<file path="config.mk">
export PLATFORM = sky130hd
export DESIGN_NAME = maze_vga_renderer
export DESIGN_NICKNAME = d
export VERILOG_FILES = /design/src/rtl/maze_pkg.sv /design/src/rtl/vga_timing.sv /design/src/rtl/maze_vga_renderer.sv
export SDC_FILE = /design/constraint.sdc
export NUM_CORES = 1
export LEC_CHECK = 0
export ABC_AREA = 1
export BUFFER_PORTS_ARGS = -buffer_cell sky130_fd_sc_hd__buf_2
export CAP_MARGIN = 30
export CORE_MARGIN = 4
export CORE_UTILIZATION = 47
export DETAILED_ROUTE_END_ITERATION = 10
export PLACE_DENSITY = 0.67
export SYNTH_ARGS = -nofsm -noshare
export SYNTH_HDL_FRONTEND = slang
export SYNTH_SLANG_ARGS = --single-unit
</file>
<file path="constraint.sdc">
create_clock -name clk -period 7.5 [get_ports clk]
set_clock_uncertainty 0.1 [all_clocks]
set_input_delay 0.75 -clock clk [delete_from_list [all_inputs] [get_ports clk]]
set_output_delay 0.75 -clock clk [all_outputs]
set_load 0.01 [all_outputs]
</file>
<file path="src/rtl/maze_pkg.sv">
`default_nettype none
//==============================================================================
// Module   : maze_pkg
// Purpose  : Cell codes, colour constants and VGA 640x480 timing for the maze
//            display path.
// Revision : 1.0 - initial release
//==============================================================================
package maze_pkg;

    typedef enum logic {
        WALL = 1'b0,
        PATH = 1'b1
    } cell_t;

    // {R,G,B}, one bit per colour
    localparam logic [2:0] COL_BLACK  = 3'b000;
    localparam logic [2:0] COL_WALL   = 3'b001;
    localparam logic [2:0] COL_PATH   = 3'b111;
    localparam logic [2:0] COL_START  = 3'b010;
    localparam logic [2:0] COL_CURSOR = 3'b100;

    localparam int VGA_H_ACTIVE = 640;
    localparam int VGA_H_FP     = 16;
    localparam int VGA_H_SYNC   = 96;
    localparam int VGA_H_BP     = 48;
    localparam int VGA_V_ACTIVE = 480;
    localparam int VGA_V_FP     = 10;
    localparam int VGA_V_SYNC   = 2;
    localparam int VGA_V_BP     = 33;

endpackage
`default_nettype wire

</file>
<file path="src/rtl/vga_timing.sv">
`default_nettype none
//==============================================================================
// Module   : vga_timing
// Purpose  : Free-running h/v raster counters with raw syncs and active flag.
// Revision : 1.0 - initial release
//==============================================================================
module vga_timing
    import maze_pkg::*;
#(
    parameter int H_ACTIVE = VGA_H_ACTIVE,
    parameter int H_FP     = VGA_H_FP,
    parameter int H_SYNC   = VGA_H_SYNC,
    parameter int H_BP     = VGA_H_BP,
    parameter int V_ACTIVE = VGA_V_ACTIVE,
    parameter int V_FP     = VGA_V_FP,
    parameter int V_SYNC   = VGA_V_SYNC,
    parameter int V_BP     = VGA_V_BP
) (
    input  logic       clk,
    input  logic       reset,
    output logic [9:0] h_cnt,
    output logic [9:0] v_cnt,
    output logic       hsync_raw,
    output logic       vsync_raw,
    output logic       active
);

    localparam logic [9:0] C_H_LAST     = 10'(H_ACTIVE + H_FP + H_SYNC + H_BP - 1);
    localparam logic [9:0] C_V_LAST     = 10'(V_ACTIVE + V_FP + V_SYNC + V_BP - 1);
    localparam logic [9:0] C_HS_START   = 10'(H_ACTIVE + H_FP);
    localparam logic [9:0] C_HS_END     = 10'(H_ACTIVE + H_FP + H_SYNC);
    localparam logic [9:0] C_VS_START   = 10'(V_ACTIVE + V_FP);
    localparam logic [9:0] C_VS_END     = 10'(V_ACTIVE + V_FP + V_SYNC);
    localparam logic [9:0] C_H_ACTIVE   = 10'(H_ACTIVE);
    localparam logic [9:0] C_V_ACTIVE   = 10'(V_ACTIVE);

    logic [9:0] r_h_cnt;
    logic [9:0] r_v_cnt;

    always_ff @(posedge clk or negedge reset) begin
        if (!reset) begin
            r_h_cnt <= '0;
            r_v_cnt <= '0;
        end else if (r_h_cnt == C_H_LAST) begin
            r_h_cnt <= '0;
            r_v_cnt <= (r_v_cnt == C_V_LAST) ? '0 : r_v_cnt + 10'd1;
        end else begin
            r_h_cnt <= r_h_cnt + 10'd1;
        end
    end

    assign h_cnt     = r_h_cnt;
    assign v_cnt     = r_v_cnt;
    assign hsync_raw = !((r_h_cnt >= C_HS_START) && (r_h_cnt < C_HS_END));
    assign vsync_raw = !((r_v_cnt >= C_VS_START) && (r_v_cnt < C_VS_END));
    assign active    = (r_h_cnt < C_H_ACTIVE) && (r_v_cnt < C_V_ACTIVE);

endmodule
`default_nettype wire

</file>
<file path="src/rtl/maze_vga_renderer.sv">
`default_nettype none
//==============================================================================
// Module   : maze_vga_renderer
// Purpose  : Renders a per-frame snapshot of the maze bitmap as centred tiles
//            with a cursor overlay on a VGA raster (2-clock pipeline).
// Revision : 1.0 - initial release
//==============================================================================
module maze_vga_renderer
    import maze_pkg::*;
#(
    parameter int H_ACTIVE   = VGA_H_ACTIVE,
    parameter int H_FP       = VGA_H_FP,
    parameter int H_SYNC     = VGA_H_SYNC,
    parameter int H_BP       = VGA_H_BP,
    parameter int V_ACTIVE   = VGA_V_ACTIVE,
    parameter int V_FP       = VGA_V_FP,
    parameter int V_SYNC     = VGA_V_SYNC,
    parameter int V_BP       = VGA_V_BP,
    parameter int MAZE_W     = 16,
    parameter int MAZE_H     = 16,
    parameter int CELL_SHIFT = 4,
    parameter int X_OFFSET   = 192,
    parameter int Y_OFFSET   = 112
) (
    input  logic                       clk,
    input  logic                       reset,
    input  logic [MAZE_W*MAZE_H-1:0]   maze_data,
    input  logic                       maze_valid,
    input  logic [4:0]                 cursor_x,
    input  logic [4:0]                 cursor_y,
    output logic                       hsync,
    output logic                       vsync,
    output logic [2:0]                 rgb,
    output logic                       frame_start
);

    // MAZE_W and MAZE_H are powers of two, so the bit index is simply {cy, cx}
    localparam int CX_W  = $clog2(MAZE_W);
    localparam int CY_W  = $clog2(MAZE_H);
    localparam int IDX_W = CX_W + CY_W;

    localparam logic [9:0] C_H_LAST = 10'(H_ACTIVE + H_FP + H_SYNC + H_BP - 1);
    localparam logic [9:0] C_V_LAST = 10'(V_ACTIVE + V_FP + V_SYNC + V_BP - 1);
    localparam logic [9:0] C_X_LO   = 10'(X_OFFSET);
    localparam logic [9:0] C_X_HI   = 10'(X_OFFSET + (MAZE_W << CELL_SHIFT));
    localparam logic [9:0] C_Y_LO   = 10'(Y_OFFSET);
    localparam logic [9:0] C_Y_HI   = 10'(Y_OFFSET + (MAZE_H << CELL_SHIFT));

    logic [9:0] w_h_cnt;
    logic [9:0] w_v_cnt;
    logic       w_hsync_raw;
    logic       w_vsync_raw;
    logic       w_active;

    vga_timing #(
        .H_ACTIVE (H_ACTIVE),
        .H_FP     (H_FP),
        .H_SYNC   (H_SYNC),
        .H_BP     (H_BP),
        .V_ACTIVE (V_ACTIVE),
        .V_FP     (V_FP),
        .V_SYNC   (V_SYNC),
        .V_BP     (V_BP)
    ) u_timing (
        .clk       (clk),
        .reset     (reset),
        .h_cnt     (w_h_cnt),
        .v_cnt     (w_v_cnt),
        .hsync_raw (w_hsync_raw),
        .vsync_raw (w_vsync_raw),
        .active    (w_active)
    );

    // Frame snapshot: only the last pixel of a frame may refresh it
    logic [MAZE_W*MAZE_H-1:0] r_snapshot;
    logic [4:0]               r_cur_x;
    logic [4:0]               r_cur_y;
    logic                     w_frame_end;

    assign w_frame_end = (w_h_cnt == C_H_LAST) && (w_v_cnt == C_V_LAST);

    always_ff @(posedge clk or negedge reset) begin
        if (!reset) begin
            r_snapshot <= '0;
            r_cur_x    <= 5'd31;
            r_cur_y    <= 5'd31;
        end else if (w_frame_end && maze_valid) begin
            r_snapshot <= maze_data;
            r_cur_x    <= cursor_x;
            r_cur_y    <= cursor_y;
        end
    end

    // Stage 1: tile lookup
    logic [9:0]      w_h_rel;
    logic [9:0]      w_v_rel;
    logic [CX_W-1:0] w_cx;
    logic [CY_W-1:0] w_cy;
    logic [IDX_W-1:0] w_idx;
    logic            w_in_maze;

    assign w_h_rel   = w_h_cnt - C_X_LO;
    assign w_v_rel   = w_v_cnt - C_Y_LO;
    assign w_cx      = CX_W'(w_h_rel >> CELL_SHIFT);
    assign w_cy      = CY_W'(w_v_rel >> CELL_SHIFT);
    assign w_idx     = {w_cy, w_cx};
    assign w_in_maze = w_active
                     && (w_h_cnt >= C_X_LO) && (w_h_cnt < C_X_HI)
                     && (w_v_cnt >= C_Y_LO) && (w_v_cnt < C_Y_HI);

    logic  r_s1_valid;
    cell_t r_s1_cell;
    logic  r_s1_cursor;
    logic  r_s1_start;
    logic  r_s1_in_maze;
    logic  r_s1_active;
    logic  r_s1_hsync;
    logic  r_s1_vsync;
    logic  r_s1_first;

    always_ff @(posedge clk or negedge reset) begin
        if (!reset) begin
            r_s1_valid   <= 1'b0;
            r_s1_cell    <= WALL;
            r_s1_cursor  <= 1'b0;
            r_s1_start   <= 1'b0;
            r_s1_in_maze <= 1'b0;
            r_s1_active  <= 1'b0;
            r_s1_hsync   <= 1'b1;
            r_s1_vsync   <= 1'b1;
            r_s1_first   <= 1'b0;
        end else begin
            r_s1_valid   <= 1'b1;
            r_s1_cell    <= cell_t'(r_snapshot[w_idx]);
            // 5-bit compare so an off-grid cursor (>15) can never match
            r_s1_cursor  <= (r_cur_x == 5'(w_cx)) && (r_cur_y == 5'(w_cy));
            r_s1_start   <= (w_cx == '0) && (w_cy == '0);
            r_s1_in_maze <= w_in_maze;
            r_s1_active  <= w_active;
            r_s1_hsync   <= w_hsync_raw;
            r_s1_vsync   <= w_vsync_raw;
            r_s1_first   <= (w_h_cnt == 10'd0) && (w_v_cnt == 10'd0);
        end
    end

    // Stage 2: colour priority and pin registers
    logic [2:0] w_rgb_next;

    always_comb begin
        w_rgb_next = COL_BLACK;
        if (r_s1_valid && r_s1_active && r_s1_in_maze) begin
            if (r_s1_cursor)
                w_rgb_next = COL_CURSOR;
            else if (r_s1_start)
                w_rgb_next = COL_START;
            else if (r_s1_cell == PATH)
                w_rgb_next = COL_PATH;
            else
                w_rgb_next = COL_WALL;
        end
    end

    logic       r_hsync;
    logic       r_vsync;
    logic [2:0] r_rgb;
    logic       r_frame_start;

    always_ff @(posedge clk or negedge reset) begin
        if (!reset) begin
            r_hsync       <= 1'b1;
            r_vsync       <= 1'b1;
            r_rgb         <= COL_BLACK;
            r_frame_start <= 1'b0;
        end else begin
            r_hsync       <= r_s1_valid ? r_s1_hsync : 1'b1;
            r_vsync       <= r_s1_valid ? r_s1_vsync : 1'b1;
            r_rgb         <= w_rgb_next;
            r_frame_start <= r_s1_valid && r_s1_first;
        end
    end

    assign hsync       = r_hsync;
    assign vsync       = r_vsync;
    assign rgb         = r_rgb;
    assign frame_start = r_frame_start;

endmodule
`default_nettype wire

</file>
==> reports/metrics.yaml, run 1 <==
timing:
  fmax_mhz: 253
  rsz0062_at_grt: "false"
  hold_viol_final: 0
  fin_ws_ns: 3.55
  slew_headroom_pct: 37.9
  worst_slew_pin_slew_ns: 0.932
  tns_ns: 0
  finalSetupViolations: 0
  fin_crit_sh_pct: 52.6
  slew_viol_final: 0
  timing.final.crit_period_ns: 3.95
worst_setup_path:
  critPathMaxStageDelay_ns: 0.85
  worstPathArrival_ns: 4.25
  path_cells: "inv_1, ha_1, nand3_1, nor3_1, inv_1, nor2_4, nand2_4, buf_4, mux2_1"
  worstPathRequired_ns: 7.81
  critPathMaxFanout: 61
  worst_setup_path_start_kind: "register"
  critPathMostFrequentCell: "inv_1"
  slowest_stage: "buf_4"
  cp-end-kind: "register"
  crit_type: "reg -> reg"
placement:
  dpl-instance-area_mm2: 0.0167
  place_congestion: 0.869
  dp_hpwl_um: 28400
  post-place-cells: 2111
  post-place-ws_ns: 3.62
  portBuffers: 274
routing:
  drt-initial-drc-count: 972
  routed_wl_um: 42100
  avgRoutedWirePerCell_um: 19.3
  viasPerCell: 5.28
  postRouteAntennaNets: 0
  vias: 11500
  first_pass_iters: 5
  drc_errors: 0
clock_network:
  cts_resized: 0
  clock_latency_ns: 0.51
  post-cts-setup-buffers: 0
  cts_tree: "built"
  root_buffer: "clkbuf_16"
  cts.clk_slew.worst_paths_ns: 0.06
  cts_sinks: 301
  cts_made_buffers: 34
  h-tree-depth: 2
  clockBufferDepth: 3
  hold_buffers: 0
power_and_ir_drop:
  ir_worst_vdd_mv: 0.148
  leakage_nw: 9.62
  powerDensity_mw_per_mm2: 186
floorplan:
  row_count: 65
  fp.coreArea_mm2: 0.0316
  dieHeight_um: 187
  die_width_um: 187
  initial_core_util_pct: 47.8
  dieArea_mm2: 0.0351
  ioPinCount: 275
yosys:
  synthArstFlopShare_pct: 100
  synth_area_leaders: "dfrtp_1 48%, mux2_4 18%, nand2_1 6.9%"
  ys_ff_latch: 301
  syn_inst: 1509
  avgSynthCellArea_um2: 10.0
  synth_top_area_share_pct: 47.5
  synth_cell_types: 37
  synth_top_area_cell: "dfrtp_1"
  synth_edf_count: 0
  synth_top_flop_cell: "dfrtp_1"
  synth_warnings: 0
  seq_area_frac_synth_pct: 49.9
  mappedNetlistArea_mm2: 0.0151
  synth_nets: 1790
cells_and_area:
  register_area_mm2: 0.00756
  multi_input_comb_area_mm2: 0.00652
  drive_gt1_share_pct: 32.5
  final_cell_area_mm2: 0.0177
  nFillCells: 2792
  utilization_pct: 56.0
  nets: 2027
  area_growth_pct: 17.2
  final_cell_mix: "284 x dfrtp_1, 276 x nand2_1, 273 x buf_2, 178 x mux2_4, 161 x nand3_1"
  stdcell_count: 2175
  final_common_cell: "dfrtp_1"
run:
  drv_cap: 0
run_status:
  status: "complete, no violations"
global_routing:
  track_usage_pct: 23.5
  grt_pass1_vias: 11700
  antenna_found_initial: 10
  grt_first_pass_wirelength_um: 65900
  gr-total-overflow: 0
  grt_max_degree: 182
min_path:
  hp-class: "in -> async"
-- registers in the layout (all words and copies together) (netlist names), 3 cells and up --
register        flops
r_snapshot        256
r_cur_y             5
rgb                 3
u_timing.v_cnt     10
r_cur_x             5
u_timing.h_cnt     10
-- kinds of logic after synthesis --
| logic type | count (synthesis) | share of synthesized area (%) |
|---|---|---|
| AO/OA/AOI/OAI | 158 | 5.93 |
| XOR/XNOR | 8 | 0.463 |
| adder cells (fa/ha/maj) | 12 | 0.993 |
| buffers and inverters | 221 | 7.08 |
| flip-flops | 301 | 49.9 |
| multiplexers | 179 | 17.8 |
| other | 1 | 0.0248 |
| AND/OR/NAND/NOR | 629 | 17.8 |
-- synthesized netlist by cell type, types with 3 or more instances --
library cell  number
a2111oi_0          3
a21oi_1           97
a21oi_2           20
buf_1             12
buf_2             10
buf_6             30
clkbuf_1          38
dfrtp_1          287
dfstp_2           14
ha_1              12
inv_1            125
inv_2              3
mux2_4           178
nand2_1          277
nand3_1          161
nand4_1           23
nor2_1           141
nor2_2             6
nor3_1            14
nor4_1             3
o21ai_0           31
xor2_1             7
-- final timing paths --
| kind | end | slack, ns | from | cells past startpoint |
|---|---|---|---|---|
| worst min-delay path | r_snapshot[139]$_DFFE_PN0P_ | 0.08 | reset | 1 |
| worst max-delay path | r_snapshot[67]$_DFFE_PN0P_ | 3.55 | u_timing.v_cnt[4]$_DFFE_PN0N_ | 9 |
| worst min register to register | vsync$_DFF_PN1_ | 0.34 | r_s1_vsync$_DFF_PN1_ | 2 |
| min in group clk | vsync$_DFF_PN1_ | 0.34 | r_s1_vsync$_DFF_PN1_ | 2 |
| max in group asynchronous | u_timing.h_cnt[4]$_DFF_PN0_ | 5.85 | reset | 2 |
| worst max register to register | r_snapshot[67]$_DFFE_PN0P_ | 3.55 | u_timing.v_cnt[4]$_DFFE_PN0N_ | 9 |
-- where the power goes --
group	internal, mW	total (mW)	switching [mW]
clock network	0.892	1.56	0.666
logic	0.0545	0.118	0.0639
registers	1.62	1.63	0.000338
-- per-layer routing --
metal	GRT usage, %	wire length, um	vias to the layer above
met5	0	62	-
li1	-	-	5428
met4	6.46	846	12
met2	37.0	19600	368
met1	33.1	18700	5613
met3	5.23	2870	71
-- critical path: cells and delay by family, from the launching register on --
kind | cells | cell delay, ns
muxes | 1 | 0.38
and+or+nand+nor | 4 | 0.85
buffers and inverters | 3 | 1.43
DFF | 1 | 0.71
adders and majority gates | 1 | 0.33
-- layout make-up --
cell class | instances | share of cell area (%)
Tap cell | 402 | 2.84
Timing Repair Buffer | 292 | 9.11
Antenna cell | 6 | 0.0847
Clock inverter | 12 | 0.374
Multi-Input combinational cell | 987 | 36.8
Clock buffer | 45 | 5.38
Sequential cell | 301 | 42.6
Inverter | 130 | 2.76
-- through the flow --
stage | power, mW | hold slack (ns)
after CTS | 3.33 | 0.0973
after floorplan | 1.66 | 0.312
after global routing | 3.41 | 0.112
after detailed placement | 1.77 | 0.332
final | 3.30 | 0.0754
after global placement | 1.77 | 0.323
Note: power is estimated with default switching activity, not from simulation.
==> run 2, diff against run 1 <==
--- a/config.mk
+++ b/config.mk
@@ -5,13 +5,13 @@
 export SDC_FILE = /design/constraint.sdc
 export NUM_CORES = 1
 export LEC_CHECK = 0
-export ABC_AREA = 1
+export ABC_AREA = 0
 export BUFFER_PORTS_ARGS = -buffer_cell sky130_fd_sc_hd__buf_2
 export CAP_MARGIN = 30
 export CORE_MARGIN = 4
 export CORE_UTILIZATION = 47
 export DETAILED_ROUTE_END_ITERATION = 10
-export PLACE_DENSITY = 0.67
+export PLACE_DENSITY = 0.7
 export SYNTH_ARGS = -nofsm -noshare
 export SYNTH_HDL_FRONTEND = slang
 export SYNTH_SLANG_ARGS = --single-unit
==> constraint.sdc (replaced) <==
create_clock -name clk -period 3.3 [get_ports clk]
set_clock_uncertainty 0.1 [all_clocks]
set_input_delay 0.33 -clock clk [delete_from_list [all_inputs] [get_ports clk]]
set_output_delay 0.33 -clock clk [all_outputs]
set_load 0.01 [all_outputs]
==> run 2 against run 1 <==
Net effect: combinational power increased to 4.5 times the previous value; design area is 11% higher; critical endpoint is now r_s1_cell$_DFF_PN0_; utilization grew 10 points; highest routed layer is now met4; non-clock buffer count rose by 275; global-route usage up 3.9 points; total power rose by 140%; synthesized area decreased by 6.8%; final cell count rose by 12%; sequential share of layout area shrank 4.1 points; worst setup slack got worse by 3.2 ns; routed wire length is 7.3% higher; critical path depth down 1.
==> reports/metrics.yaml, run 2 <==
run_status:
  status: "complete, no violations"
floorplan:
  initial_core_util_pct: 47.6  # -0.24 points
  die_width_um: 181  # -3.3%
  ioPinCount: 275  # unchanged
  dieArea_mm2: 0.0328  # -6.5%
  row_count: 63  # -3.1%
  dieHeight_um: 181  # -3.3%
  fp.coreArea_mm2: 0.0296  # -6.3%
routing:
  drt-initial-drc-count: 896  # -7.8%
  vias: 12900  # +13%
  avgRoutedWirePerCell_um: 18.5  # -4.3%
  first_pass_iters: 7  # +2
  routed_wl_um: 45200  # +7.3%
  viasPerCell: 5.31  # +0.51%
  postRouteAntennaNets: 0  # unchanged
  drc_errors: 0  # unchanged
yosys:
  synth_top_area_cell: "dfrtp_1"
  synth_top_area_share_pct: 51.0  # +3.5 points
  synth_top_flop_cell: "dfrtp_1"
  seq_area_frac_synth_pct: 53.6  # +3.6 points
  mappedNetlistArea_mm2: 0.0141  # -6.8%
  synthArstFlopShare_pct: 100  # unchanged
  yosys-top-cells-count: "821 x nand2_1, 287 x dfrtp_1, 39 x mux4_2"
  synth_nets: 1792  # +0.11%
  yosysMostFrequentCell: "nand2_1"
  synth_cell_types: 57  # +54%
  synth_edf_count: 0  # unchanged
  synth_area_leaders: "dfrtp_1 51%, nand2_1 22%, mux4_2 6.2%"
  ys_ff_latch: 301  # unchanged
  synth_warnings: 0  # unchanged
  avgSynthCellArea_um2: 9.33  # -6.9%
  syn_inst: 1511  # +0.13%
power_and_ir_drop:
  powerDensity_mw_per_mm2: 408  # +120%
  ir_worst_vdd_mv: 0.266  # +80%
  leakage_nw: 10.5  # +9.3%
timing:
  fin_crit_sh_pct: 88.1  # +35 points
  timing.final.crit_period_ns: 2.91  # -1.04 ns
  worst_slew_pin_slew_ns: 0.806  # -0.125 ns
  slew_headroom_pct: 45.9  # +8.0 points
  finalSetupViolations: 0  # unchanged
  whs_ns: 0.232  # +0.156 ns
  slew_viol_final: 0  # unchanged
  fin_ws_ns: 0.394  # -3.16 ns
  rsz0062_at_grt: "false"
  fmax_mhz: 344  # +36%
  tns_ns: 0  # unchanged
  hold_viol_final: 0  # unchanged
global_routing:
  grt_first_pass_wirelength_um: 72300  # +9.8%
  track_usage_pct: 27.5  # +3.9 points
  gr-total-overflow: 0  # unchanged
  grt_max_degree: 167  # -8.2%
  grt_pass1_vias: 13700  # +17%
  antenna_found_initial: 2  # -8
worst_setup_path:
  r2r_end: "r_s1_cell$_DFF_PN0_"
  critical_path_depth: 8  # -1
  crit_type: "reg -> reg"
  path_cells: "buf_4, buf_4, mux2i_1, a22oi_1, a22oi_1, a21boi_0, o31a_1, o32a_1"
  worstPathRequired_ns: 3.60  # -4.21 ns
  critPathMaxFanout: 28  # -54%
  crit_family: "compound AO/OA/AOI/OAI gates"
  critPathMaxStageDelay_ns: 0.74  # -0.11 ns
  slowest_stage: "dfrtp_4"
  cp-end-kind: "register"
  worstPathArrival_ns: 3.20  # -1.05 ns
  r2r_slack_ns: 0.39  # -3.16 ns
  worst_setup_path_start_kind: "register"
  r2r-start: "u_timing.h_cnt[4]$_DFF_PN0_"
  critical_path.startpoint: "u_timing.h_cnt[4]$_DFF_PN0_"
  crit_end: "r_s1_cell$_DFF_PN0_"
  worst_r2r_path_depth: 8  # -1
  path_buf_inv: 2  # -1
cells_and_area:
  largest_reg_flops: 256  # unchanged
  register_area_mm2: 0.00756  # about the same
  top_register: "r_snapshot"
  multi_input_comb_area_mm2: 0.00604  # -7.3%
  area_growth_pct: 39.2
  final_common_cell: "nand2_1"
  final_cell_mix: "821 x nand2_1, 284 x dfrtp_1, 273 x buf_2, 267 x dlygate4sd3_1, 39 x mux4_2"
  nets: 2303  # +14%
  drive_gt1_share_pct: 21.0  # -12 points
  nFillCells: 2190  # -22%
clock_network:
  clock_latency_ns: 0.52  # about the same
  cts_tree: "built"
  clockBufferDepth: 3  # unchanged
  root_buffer: "clkbuf_16"
  hold_buffers: 267  # +267
  post-cts-setup-buffers: 0  # unchanged
  cts_made_buffers: 34  # unchanged
  cts_sinks: 301  # unchanged
  h-tree-depth: 2  # unchanged
  cts_resized: 0  # unchanged
  cts.clk_slew.worst_paths_ns: 0.06  # about the same
run:
  drv_cap: 0  # unchanged
placement:
  dp_hpwl_um: 26300  # -7.2%
  portBuffers: 274  # unchanged
  post-place-ws_ns: 0.427  # -3.20 ns
  place_congestion: 0.956  # +10%
min_path:
  hp-class: "in -> reg"
-- run 2: tightest hold or removal path, cell delays in order --
cell and delay, ns:
buf_2 0.14, nand3_4 0.08, buf_4 0.15, nand2_1 0.06, nand2_1 0.05
-- run 2: kinds of logic (layout without fill, tap and decap cells) --
| group | Yosys count | in the layout | synth area share (%) |
|---|---|---|---|
| AO/OA/AOI/OAI | 67 | 67 | 3.36 |
| XOR/XNOR | 22 | 22 | 1.37 |
| adder cells (fa/ha/maj) | 12 | 12 | 1.07 |
| buffers and inverters | 104 | 639 | 3.69 |
| flip-flops | 301 | 301 | 53.6 |
| multiplexers | 95 | 95 | 11.7 |
| other | 1 | 3 | 0.0266 |
| AND/OR/NAND/NOR | 909 | 909 | 25.2 |
-- run 2: area by class of cell --
| cell class | count | share of cell area (%) |
|---|---|---|
| diodes | 2 | 0.0255 |
| clock buffers | 52 | 5.14 |
| flip-flops and latches | 301 | 38.5 |
| clock inverters | 8 | 0.555 |
| repair buffers | 567 | 22.2 |
| multi-input cells | 1106 | 30.8 |
| well taps | 390 | 2.49 |
| inverters | 12 | 0.230 |
-- run 2: layer usage --
layer	vias to the layer above	GRT usage [%]	share of wire, %
met4	0	12.7	4.7
met3	163	4.79	6.5
met2	593	46.5	50
met1	6268	34.5	39
li1	5923	-	-
met5	-	0	0
-- run 2: per-stage QoR --
stage | power [mW] | std cells | utilization (%) | area (um^2)
after detailed placement | 4.02 | 2108 | 53.3 | 15800
after floorplan | 3.76 | 1511 | - | 14100
after global placement | 4.02 | 2108 | 53.3 | 15800
after CTS | 8.04 | 2435 | 66.1 | 19600
after global routing | 8.26 | 2438 | 66.2 | 19600
final | 7.99 | 2438 | 66.2 | 19600
-- run 2: worst min path at each step --
stage	depth (start not counted)	from	endpoint	slack [ns]
floorplan	0	reset	frame_start$_DFF_PN0_	-0.07
global placement	1	reset	r_snapshot[119]$_DFFE_PN0P_	0.25
detailed placement	1	reset	r_snapshot[238]$_DFFE_PN0P_	0.26
CTS	4	maze_valid	r_snapshot[244]$_DFFE_PN0P_	0.23
global route	5	maze_valid	r_snapshot[254]$_DFFE_PN0P_	0.26
finish	5	maze_valid	r_snapshot[250]$_DFFE_PN0P_	0.23
-- run 2: where the power goes --
group	total (mW)	leakage [nW]	switching, mW	internal [mW]
clock network	3.77	0.550	1.50	2.27
registers	3.69	4.13	0.000622	3.69
logic	0.528	5.83	0.199	0.329
total	7.99	10.5	1.70	6.29
